### config.mk
export PLATFORM = sky130hd
export DESIGN_NAME = mem_port_arbiter
export DESIGN_NICKNAME = d
export VERILOG_FILES = /design/src/rtl/mem_port_arbiter_pkg.sv /design/src/rtl/mem_port_arbiter_rr_pick2.sv /design/src/rtl/mem_port_arbiter.sv
export SDC_FILE = /design/constraint.sdc
export NUM_CORES = 1
export LEC_CHECK = 0
export ABC_AREA = 1
export CORE_AREA = 3 3 253 255
export CTS_CLUSTER_DIAMETER = 50
export DETAILED_ROUTE_END_ITERATION = 10
export DIE_AREA = 0 0 256 258
export SYNTH_ARGS = -nofsm -noshare
export SYNTH_HDL_FRONTEND = slang
export SYNTH_SLANG_ARGS = --single-unit
### constraint.sdc
create_clock -name clk -period 2.3 [get_ports clk]
set_input_delay 0.575 -clock clk [delete_from_list [all_inputs] [get_ports clk]]
set_output_delay 0.575 -clock clk [all_outputs]
set_load 0.01 [all_outputs]
### src/rtl/mem_port_arbiter_pkg.sv
// Shared types for the memory-port arbiter slice.
//   pptr_t       physical line address
//   cacheline_t  one cache line of data
//   arb_state_t  arbiter FSM state encoding (IDLE is all-zero)
//   requester_t  identifies which cache owns a transaction
package mem_port_arbiter_pkg;

    typedef logic [31:0]  pptr_t;
    typedef logic [127:0] cacheline_t;

    typedef enum logic [1:0] {
        ARB_IDLE  = 2'd0,
        ARB_ISSUE = 2'd1,
        ARB_WAIT  = 2'd2,
        ARB_RESP  = 2'd3
    } arb_state_t;

    typedef enum logic {
        REQ_IC = 1'b0,
        REQ_DC = 1'b1
    } requester_t;

endpackage

### src/rtl/mem_port_arbiter_rr_pick2.sv
// Two-way round-robin pick, purely combinational.
//   req[0]  I-cache is requesting
//   req[1]  D-cache is requesting
//   last    requester served most recently
//   grant   one-hot winner (bit0 = IC, bit1 = DC), 0 when nobody requests
module rr_pick2
    import mem_port_arbiter_pkg::*;
(
    input  logic [1:0] req,
    input  requester_t last,
    output logic [1:0] grant
);

    always_comb begin
        grant = 2'b00;
        case (req)
            2'b01:   grant = 2'b01;
            2'b10:   grant = 2'b10;
            // On a tie the requester that was not served last wins.
            2'b11:   grant = (last == REQ_IC) ? 2'b10 : 2'b01;
            default: grant = 2'b00;
        endcase
    end

endmodule

### src/rtl/mem_port_arbiter.sv
// Shares the single memory port between I-cache refills and D-cache
// refills/writebacks, one outstanding transaction at a time.
//   clk, rst                      clock, synchronous active-high reset
//   ic_req_*                      I-cache read request (level, held until ic_rec_en)
//   dc_req_*                      D-cache read/writeback request (level, held until dc_rec_en)
//   ic_rec_en / dc_rec_en         1-cycle response pulse to the owning cache
//   rec_addr / rec_cacheline      address and read data of the returned transaction
//   mem_req_*                     memory command; mem_req_valid is a 1-cycle strobe
//   mem_rsp_valid / mem_rsp_data  memory completion pulse and read data
//   err_timeout                   sticky abort flag, cleared only by rst
//   dbg_state                     current FSM state for observation
// Handshake: requests are levels sampled only in IDLE; once latched the
// command is frozen until the response pulse, and mem_rsp_valid is only
// honoured while waiting for memory.
module mem_port_arbiter
    import mem_port_arbiter_pkg::*;
#(
    parameter int unsigned TIMEOUT = 64,
    parameter int unsigned CNT_W   = 7
) (
    input  logic       clk,
    input  logic       rst,
    input  logic       ic_req_ren,
    input  pptr_t      ic_req_addr,
    input  logic       dc_req_ren,
    input  logic       dc_req_wen,
    input  pptr_t      dc_req_addr,
    input  cacheline_t dc_req_data,
    output logic       ic_rec_en,
    output logic       dc_rec_en,
    output pptr_t      rec_addr,
    output cacheline_t rec_cacheline,
    output logic       mem_req_valid,
    output logic       mem_req_we,
    output pptr_t      mem_req_addr,
    output cacheline_t mem_req_data,
    input  logic       mem_rsp_valid,
    input  cacheline_t mem_rsp_data,
    output logic       err_timeout,
    output arb_state_t dbg_state
);

    localparam logic [CNT_W-1:0] TIMEOUT_CNT = CNT_W'(TIMEOUT);

    arb_state_t       state_q, state_d;
    requester_t       owner_q, owner_d;
    requester_t       last_grant_q, last_grant_d;
    logic             mask_q, mask_d;
    pptr_t            addr_q, addr_d;
    logic             we_q, we_d;
    cacheline_t       data_q, data_d;
    logic [CNT_W-1:0] cnt_q, cnt_d;
    logic             err_q, err_d;
    logic             mem_req_valid_q, mem_req_valid_d;
    logic             ic_rec_en_q, ic_rec_en_d;
    logic             dc_rec_en_q, dc_rec_en_d;
    cacheline_t       rec_line_q, rec_line_d;

    logic [1:0]       req_vec;
    logic [1:0]       grant;
    logic [CNT_W-1:0] cnt_inc;

    // The requester served last is masked for one IDLE cycle so a cache
    // that drops its level a cycle late does not get a duplicate access.
    always_comb begin
        req_vec = {dc_req_ren | dc_req_wen, ic_req_ren};
        if (mask_q && (last_grant_q == REQ_IC)) req_vec[0] = 1'b0;
        if (mask_q && (last_grant_q == REQ_DC)) req_vec[1] = 1'b0;
    end

    rr_pick2 u_pick (
        .req   (req_vec),
        .last  (last_grant_q),
        .grant (grant)
    );

    assign cnt_inc = cnt_q + 1'b1;

    always_comb begin
        state_d         = state_q;
        owner_d         = owner_q;
        last_grant_d    = last_grant_q;
        mask_d          = (state_q == ARB_RESP);
        addr_d          = addr_q;
        we_d            = we_q;
        data_d          = data_q;
        cnt_d           = cnt_q;
        err_d           = err_q;
        mem_req_valid_d = 1'b0;
        ic_rec_en_d     = 1'b0;
        dc_rec_en_d     = 1'b0;
        rec_line_d      = rec_line_q;

        case (state_q)
            ARB_IDLE: begin
                if (grant[1]) begin
                    // Writeback takes priority over a simultaneous D-cache read.
                    owner_d         = REQ_DC;
                    addr_d          = dc_req_addr;
                    we_d            = dc_req_wen;
                    data_d          = dc_req_wen ? dc_req_data : '0;
                    mem_req_valid_d = 1'b1;
                    state_d         = ARB_ISSUE;
                end else if (grant[0]) begin
                    owner_d         = REQ_IC;
                    addr_d          = ic_req_addr;
                    we_d            = 1'b0;
                    data_d          = '0;
                    mem_req_valid_d = 1'b1;
                    state_d         = ARB_ISSUE;
                end
            end
            ARB_ISSUE: begin
                cnt_d   = '0;
                state_d = ARB_WAIT;
            end
            ARB_WAIT: begin
                if (mem_rsp_valid) begin
                    rec_line_d  = we_q ? '0 : mem_rsp_data;
                    ic_rec_en_d = (owner_q == REQ_IC);
                    dc_rec_en_d = (owner_q == REQ_DC);
                    state_d     = ARB_RESP;
                end else begin
                    cnt_d = cnt_inc;
                    if ((TIMEOUT != 0) && (cnt_inc == TIMEOUT_CNT)) begin
                        err_d       = 1'b1;
                        rec_line_d  = '0;
                        ic_rec_en_d = (owner_q == REQ_IC);
                        dc_rec_en_d = (owner_q == REQ_DC);
                        state_d     = ARB_RESP;
                    end
                end
            end
            ARB_RESP: begin
                last_grant_d = owner_q;
                state_d      = ARB_IDLE;
            end
            default: state_d = ARB_IDLE;
        endcase
    end

    always_ff @(posedge clk) begin
        if (rst) begin
            state_q         <= ARB_IDLE;
            owner_q         <= REQ_IC;
            last_grant_q    <= REQ_DC;
            mask_q          <= 1'b0;
            addr_q          <= '0;
            we_q            <= 1'b0;
            data_q          <= '0;
            cnt_q           <= '0;
            err_q           <= 1'b0;
            mem_req_valid_q <= 1'b0;
            ic_rec_en_q     <= 1'b0;
            dc_rec_en_q     <= 1'b0;
            rec_line_q      <= '0;
        end else begin
            state_q         <= state_d;
            owner_q         <= owner_d;
            last_grant_q    <= last_grant_d;
            mask_q          <= mask_d;
            addr_q          <= addr_d;
            we_q            <= we_d;
            data_q          <= data_d;
            cnt_q           <= cnt_d;
            err_q           <= err_d;
            mem_req_valid_q <= mem_req_valid_d;
            ic_rec_en_q     <= ic_rec_en_d;
            dc_rec_en_q     <= dc_rec_en_d;
            rec_line_q      <= rec_line_d;
        end
    end

    // The latched command is frozen from IDLE until RESP, so it serves
    // directly as both the memory command and the returned address.
    assign mem_req_valid = mem_req_valid_q;
    assign mem_req_we    = we_q;
    assign mem_req_addr  = addr_q;
    assign mem_req_data  = data_q;
    assign ic_rec_en     = ic_rec_en_q;
    assign dc_rec_en     = dc_rec_en_q;
    assign rec_addr      = addr_q;
    assign rec_cacheline = rec_line_q;
    assign err_timeout   = err_q;
    assign dbg_state     = state_q;

endmodule

Word-level counts from Yosys, hierarchy flattened
Cells that the tools add are included.
{"block": "word_totals", "register_bits": 305, "latch_bits": 0, "ram_bits": 0, "mem_bits_ro": 0, "in_bits": 326, "output_inout_bits": 327, "wordCells": 71, "mem_count": 0}
{"block": "classes", "add_sub_neg": 1, "multipliers": 0, "div": 0, "order_cmp": 0, "n_eq_ne": 10, "n_shift": 0, "n_mux": 28, "bitwise_logic": 6, "reduce_logical": 13}
{"cell": "128-bit two-way mux", "count": 6}
{"cell": "32-bit two-way mux", "count": 2}
{"cell": "7-bit one-hot mux with 2 select lines", "count": 1}
{"cell": "1-bit two-way mux", "count": 11}
{"cell": "2-bit two-way mux", "count": 5}
{"cell": "2-bit equality test (second input constant)", "count": 4}
{"cell": "2-bit one-hot mux with 4 select lines", "count": 1}
{"cell": "2-bit AND reduction", "count": 4}
{"cell": "7-bit by 1-bit adder with 7-bit output (second input constant)", "count": 1}
{"cell": "7-bit equality test (second input constant)", "count": 1}
{"cell": "7-bit two-way mux", "count": 1}
{"cell": "3-bit != test (second input constant)", "count": 2}
{"cell": "2-bit one-hot mux with 3 select lines", "count": 1}
{"cell": "2-bit nonzero test", "count": 3}
{"cell": "1-bit NOT", "count": 5}
{"cell": "2-bit by 1-bit equality test with 1-bit output (second input constant)", "count": 2}
{"cell": "2-bit OR reduction", "count": 2}
{"cell": "3-bit AND reduction", "count": 1}
{"cell": "1-bit logical AND", "count": 2}
{"cell": "2-bit logical NOT", "count": 1}
{"cell": "2-bit != test (second input constant)", "count": 1}
{"cell": "1-bit bitwise OR", "count": 1}

Depth between registers and ports, before layout
{"block": "logic_depth", "word_depth": 8, "ltp_mapped": 14, "depth_no_buf": 12}

Modules after synthesis
From an unflattened synthesis, not the netlist that was laid out.
{"block": "hier_totals", "hier_cells": 1500, "hier_area_um2": 11935.2}
{"mod": "mem_port_arbiter", "instances": 1, "cells_per_inst": 1495, "area_each_um2": 11913.9, "seq_area_each_um2": 6105.9}
{"mod": "rr_pick2", "instances": 1, "cells_per_inst": 5, "area_each_um2": 21.3, "seq_area_each_um2": 0.0}

Least setup slack after synthesis
OpenSTA, ideal clock, no wires.
{"block": "synth_timing", "kind": "flip-flop to flip-flop", "start": "register cnt_q[0]", "end": "register rec_line_q[107], in the netlist rec_cacheline[107]", "setup_ns": 0.115, "arrival_ns": 1.635, "required_time_ns": 2.185, "slack_ns": 0.550, "stages_incl_launch_ff": 15, "path_buffers": 2, "period_less_slack_ns": 1.750, "cell_sequence": "dfxtp_1 -> ha_1 -> nand2_1 -> nor2_2 -> nand2_1 -> nand2_1 -> nand2_1 -> nor2_2 -> nand2_2 -> nand2_4 -> nand2_2 -> buf_4 -> buf_6 -> nand3_1 -> o21ai_2"}
{"block": "synth_via", "elab_chain_len": 4}
{"item": "start, declared", "line_no": "mem_port_arbiter.sv:52", "text": "logic [CNT_W-1:0] cnt_q, cnt_d;"}
{"item": "start signal, assigned", "line_no": "mem_port_arbiter.sv:165", "text": "cnt_q <= cnt_d;"}
{"item": "7-bit by 1-bit adder with 7-bit output", "line_no": "mem_port_arbiter.sv:77", "text": "assign cnt_inc = cnt_q + 1'b1;"}
{"item": "7-bit equality test", "line_no": "mem_port_arbiter.sv:125", "text": "if ((TIMEOUT != 0) && (cnt_inc == TIMEOUT_CNT)) begin"}
{"item": "2-bit nonzero test (no source line)"}
{"item": "2-bit AND reduction (no source line)"}
{"item": "end signal, assigned", "line_no": "mem_port_arbiter.sv:170", "text": "rec_line_q <= rec_line_d;"}
{"item": "end, declared", "line_no": "mem_port_arbiter.sv:57", "text": "cacheline_t rec_line_q, rec_line_d;"}
No other way between the ends.
A chain may end at the register's enable or synchronous reset.

Worst setup path after layout
{"block": "layout_timing", "start": "register data_q[95], in the netlist mem_req_data[95]", "end": "output mem_req_data[95]"}
{"item": "start, declared", "line_no": "mem_port_arbiter.sv:51", "text": "cacheline_t data_q, data_d;"}
{"item": "start signal, assigned", "line_no": "mem_port_arbiter.sv:164", "text": "data_q <= data_d;"}
{"item": "end, declared", "line_no": "mem_port_arbiter.sv:36", "text": "output cacheline_t mem_req_data,"}
No word-level cell between the ends.

==> flow_summary.json <==
{
  "grt_util_all_layers": 0.137,
  "hold_violations": 0,
  "syn_nets": 1798,
  "cts_tree": "yes",
  "syn_area_sq_mm": 0.0118,
  "crit_cells": 1,
  "p_sw_mw": 5.94,
  "synth-edff-count": 0,
  "endpoint": "mem_req_data[95]",
  "timing.fmax_mhz": 449,
  "layout.nets": 2421,
  "crit_required_ps": 1730,
  "port_buffers": 652,
  "start_util": 0.191,
  "path_buf_inv": 1,
  "dp_hpwl_um": 35700,
  "max_slew_margin": 0.470,
  "ys.flop_type": "dfxtp_1",
  "path_cells": "clkdlybuf4s50_1",
  "die_height_um": 258,
  "avgSynthCellArea_sq_um": 8.08,
  "drive_gt1_frac": 0.114,
  "std_cell_rows": 91,
  "setup_ws_ps": 70.9,
  "critPathTopFamily": "buffers and inverters",
  "die_w_um": 256,
  "final_cells": 2958,
  "outcome": "finished, final reports clean",
  "finalInstanceArea_sq_mm": 0.0209,
  "finalSetupViolations": 0,
  "regToRegSetupSlack_ps": 210,
  "cp.arrival_ps": 1650,
  "regToRegEndpoint": "rec_cacheline[8]$_SDFFE_PP0P_",
  "async_flop_share": 0,
  "wirelength_um": 47500,
  "critPathLaunch": "mem_req_data[95]$_SDFFE_PP0P_",
  "period_needed_ps": 2230,
  "synth_cell_type_count": 23,
  "cp_slowest_cell": "clkdlybuf4s50_1",
  "startpoint_type": "flop",
  "grt_antenna_before_repair": 2,
  "grt_max_degree": 139,
  "grt_pass1_vias": 12876,
  "period_share": 0.969,
  "synthCells": 1465,
  "htree_levels": 2,
  "clk_latency_ps": 550,
  "drtIter0Drc": 717,
  "swShare": 0.311,
  "dpl-instance-area_sq_mm": 0.0193,
  "regArea_sq_mm": 0.00611,
  "placed_cells": 2879,
  "overflow": 0,
  "p_clk_frac": 0.371,
  "synth_seq_cells": 305,
  "clockBufferDepth": 3,
  "finalMaxSlewViolations": 0,
  "clk_pin_slew_ps": 60,
  "num_vias": 12572,
  "gp_congestion": 0.873,
  "r2r_cells": 13,
  "postRouteAntennaNets": 0,
  "powerDensity_mw_per_mm2": 913,
  "dp_worst_setup_slack_ps": -162,
  "critical_path.max_fanout": 2,
  "vias_per_cell": 4.25,
  "crit_type": "reg2out",
  "fin_skew_ps": 17.7,
  "root_buffer": "clkbuf_16",
  "worst_slew_pin_slew_ps": 794,
  "cpPeakStageDelay_ps": 770,
  "yosysWarnings": 0,
  "dr.pass1.iters": 5,
  "drv_cap": 0,
  "top_level_ports": 653,
  "synth-seq-area-share": 0.516,
  "cts_buffers": 43,
  "drc": 0,
  "rsz0062_at_grt": "no",
  "leakage_nw": 7.53,
  "hold_ws_ps": 458,
  "grt_pass1_wl_um": 73000,
  "areaGrowthSynthToFinish_pct": 76.6,
  "crit_path_end_kind": "output port",
  "min_path_type": "reg2reg",
  "core_area_sq_mm": 0.0618,
  "wl_per_cell_um": 16.1,
  "r2r_start": "cnt_q[1]$_SDFFE_PP0P_",
  "n_fill_cell": 6350,
  "setup_tns_ps": 0,
  "multi_input_area_sq_mm": 0.00477,
  "pwr-share-comb": 0.300,
  "p_int_mw": 13.1,
  "cts.sinks": 305,
  "sequentialPowerShare": 0.329,
  "ir_drop_uv": 537,
  "die_area_sq_mm": 0.0660
}
[layer usage]
| layer | part of all wire | global-route usage |
|---|---|---|
| met4 | 0.035 | 0.0564 |
| met2 | 0.48 | 0.237 |
| met1 | 0.39 | 0.153 |
| met5 | 0.00027 | 0 |
| met3 | 0.093 | 0.0491 |
[worst reg2reg max path, cell delays in order, from the launching register on]
cell and delay, ps:
dfxtp_1 400, ha_1 260, nand2_1 110, nor2_2 110, nand2_1 60, nand2_1 70
nand2_1 60, nor2_2 90, nand2_2 100, nand2_4 110, nand3_4 80, buf_12 180
buf_12 220, o21ai_0 160
[per-stage QoR]
| step | utilization | power, mW |
|---|---|---|
| 3_3_place_gp | 0.312 | 12.0 |
| 3_5_place_dp | 0.312 | 12.1 |
| 2_1_floorplan | - | 9.08 |
| 5_1_grt | 0.338 | 20.0 |
| 6_report | 0.338 | 19.1 |
| 4_1_cts | 0.338 | 19.4 |
[worst min-delay path by stage]
| stage | cells after the start | slack, ps | from | end |
|---|---|---|---|---|
| detailed placement | 2 | 450 | mem_req_data[3]$_SDFFE_PP0P_ | mem_req_data[3]$_SDFFE_PP0P_ |
| CTS | 2 | 460 | mem_req_data[3]$_SDFFE_PP0P_ | mem_req_data[3]$_SDFFE_PP0P_ |
| finish | 2 | 460 | mem_req_data[81]$_SDFFE_PP0P_ | mem_req_data[81]$_SDFFE_PP0P_ |
| global placement | 2 | 450 | mem_req_data[37]$_SDFFE_PP0P_ | mem_req_data[37]$_SDFFE_PP0P_ |
| global route | 2 | 480 | mem_req_data[3]$_SDFFE_PP0P_ | mem_req_data[3]$_SDFFE_PP0P_ |
| floorplan | 1 | 410 | owner_q$_SDFFE_PP0P_ | ic_rec_en$_SDFF_PP0_ |
[layout make-up]
cell class                      instances  share of cell area
Timing Repair Buffer                  725               0.351
Sequential cell                       305               0.292
Multi-Input combinational cell        987               0.228
Clock buffer                           50              0.0557
Tap cell                              837              0.0501
Clock inverter                         27              0.0180
Inverter                               26             0.00497
Antenna cell                            1            0.000120
[cells in the mapped netlist, types with 13 or more instances]
cell type  count  area (sq um)
a21oi_1      203          1020
inv_1         25          93.8
dfxtp_1      305          6110
nor2_1        13          48.8
o21ai_2       80           701
buf_2         22           110
o21ai_1       30           150
nand2_1      452          1700
o21ai_0       56           280
clkbuf_1      61           229
nand3_1      135           676
buf_4         33           248
buf_6         24           270
[power by group through the flow]
stage	Clock (mW)	Sequential (mW)	Combinational, mW
global placement	0	6.36	5.68
finish	7.08	6.27	5.73
detailed placement	0	6.38	5.75
floorplan	0	6.55	2.53
global route	7.50	6.35	6.20
CTS	7.30	6.28	5.79
[state kept, by name (all words and copies together), names as in the netlist]
signal,cells
mem_req_data,128
dc_rec_en,1
owner_q,1
rec_cacheline,128
ic_rec_en,1
err_timeout,1
last_grant_q,1
mask_q,1
cnt_q,7
dbg_state,2
mem_req_we,1
mem_req_valid,1
mem_req_addr,32
[cell families after synthesis]
group | after synthesis | share of synthesized area
fa+ha+maj | 7 | 0.00740
simple gates | 609 | 0.211
buf+inv | 173 | 0.0829
compound gates | 371 | 0.183
flops | 305 | 0.516
[timing repair]
item / 4_1_cts / 5_1_grt
hold buffers: 0 / 0
setup buffers: 1 / 0
resized for setup: 0 / 1
endpoints found under the setup margin: 2 / 15
[layout by cell type, fill, tap and decap left out]
master and instances:
nor2_4 1, buf_12 20, clkbuf_16 44, nand4_1 2, nand2_1 452, o211ai_1 1, clkbuf_8 4, clkinv_2 4
nand3_1 135, inv_6 7, nor2_1 11, nor2_2 4, dfxtp_1 305, nand2_8 1, o21ai_1 30, a21oi_1 203
o21ai_0 56, clkdlybuf4s50_1 651, inv_1 23, inv_4 2, bufinv_16 7, diode_2 1, o21ai_2 80, clkbuf_1 2
nand3_4 1, clkinv_8 1, o21a_1 1, buf_4 54, clkinv_4 5, nand2_4 1, nand2_2 1, clkinvlp_4 4
ha_1 7
No activity file was read; power rests on OpenSTA's default activity.
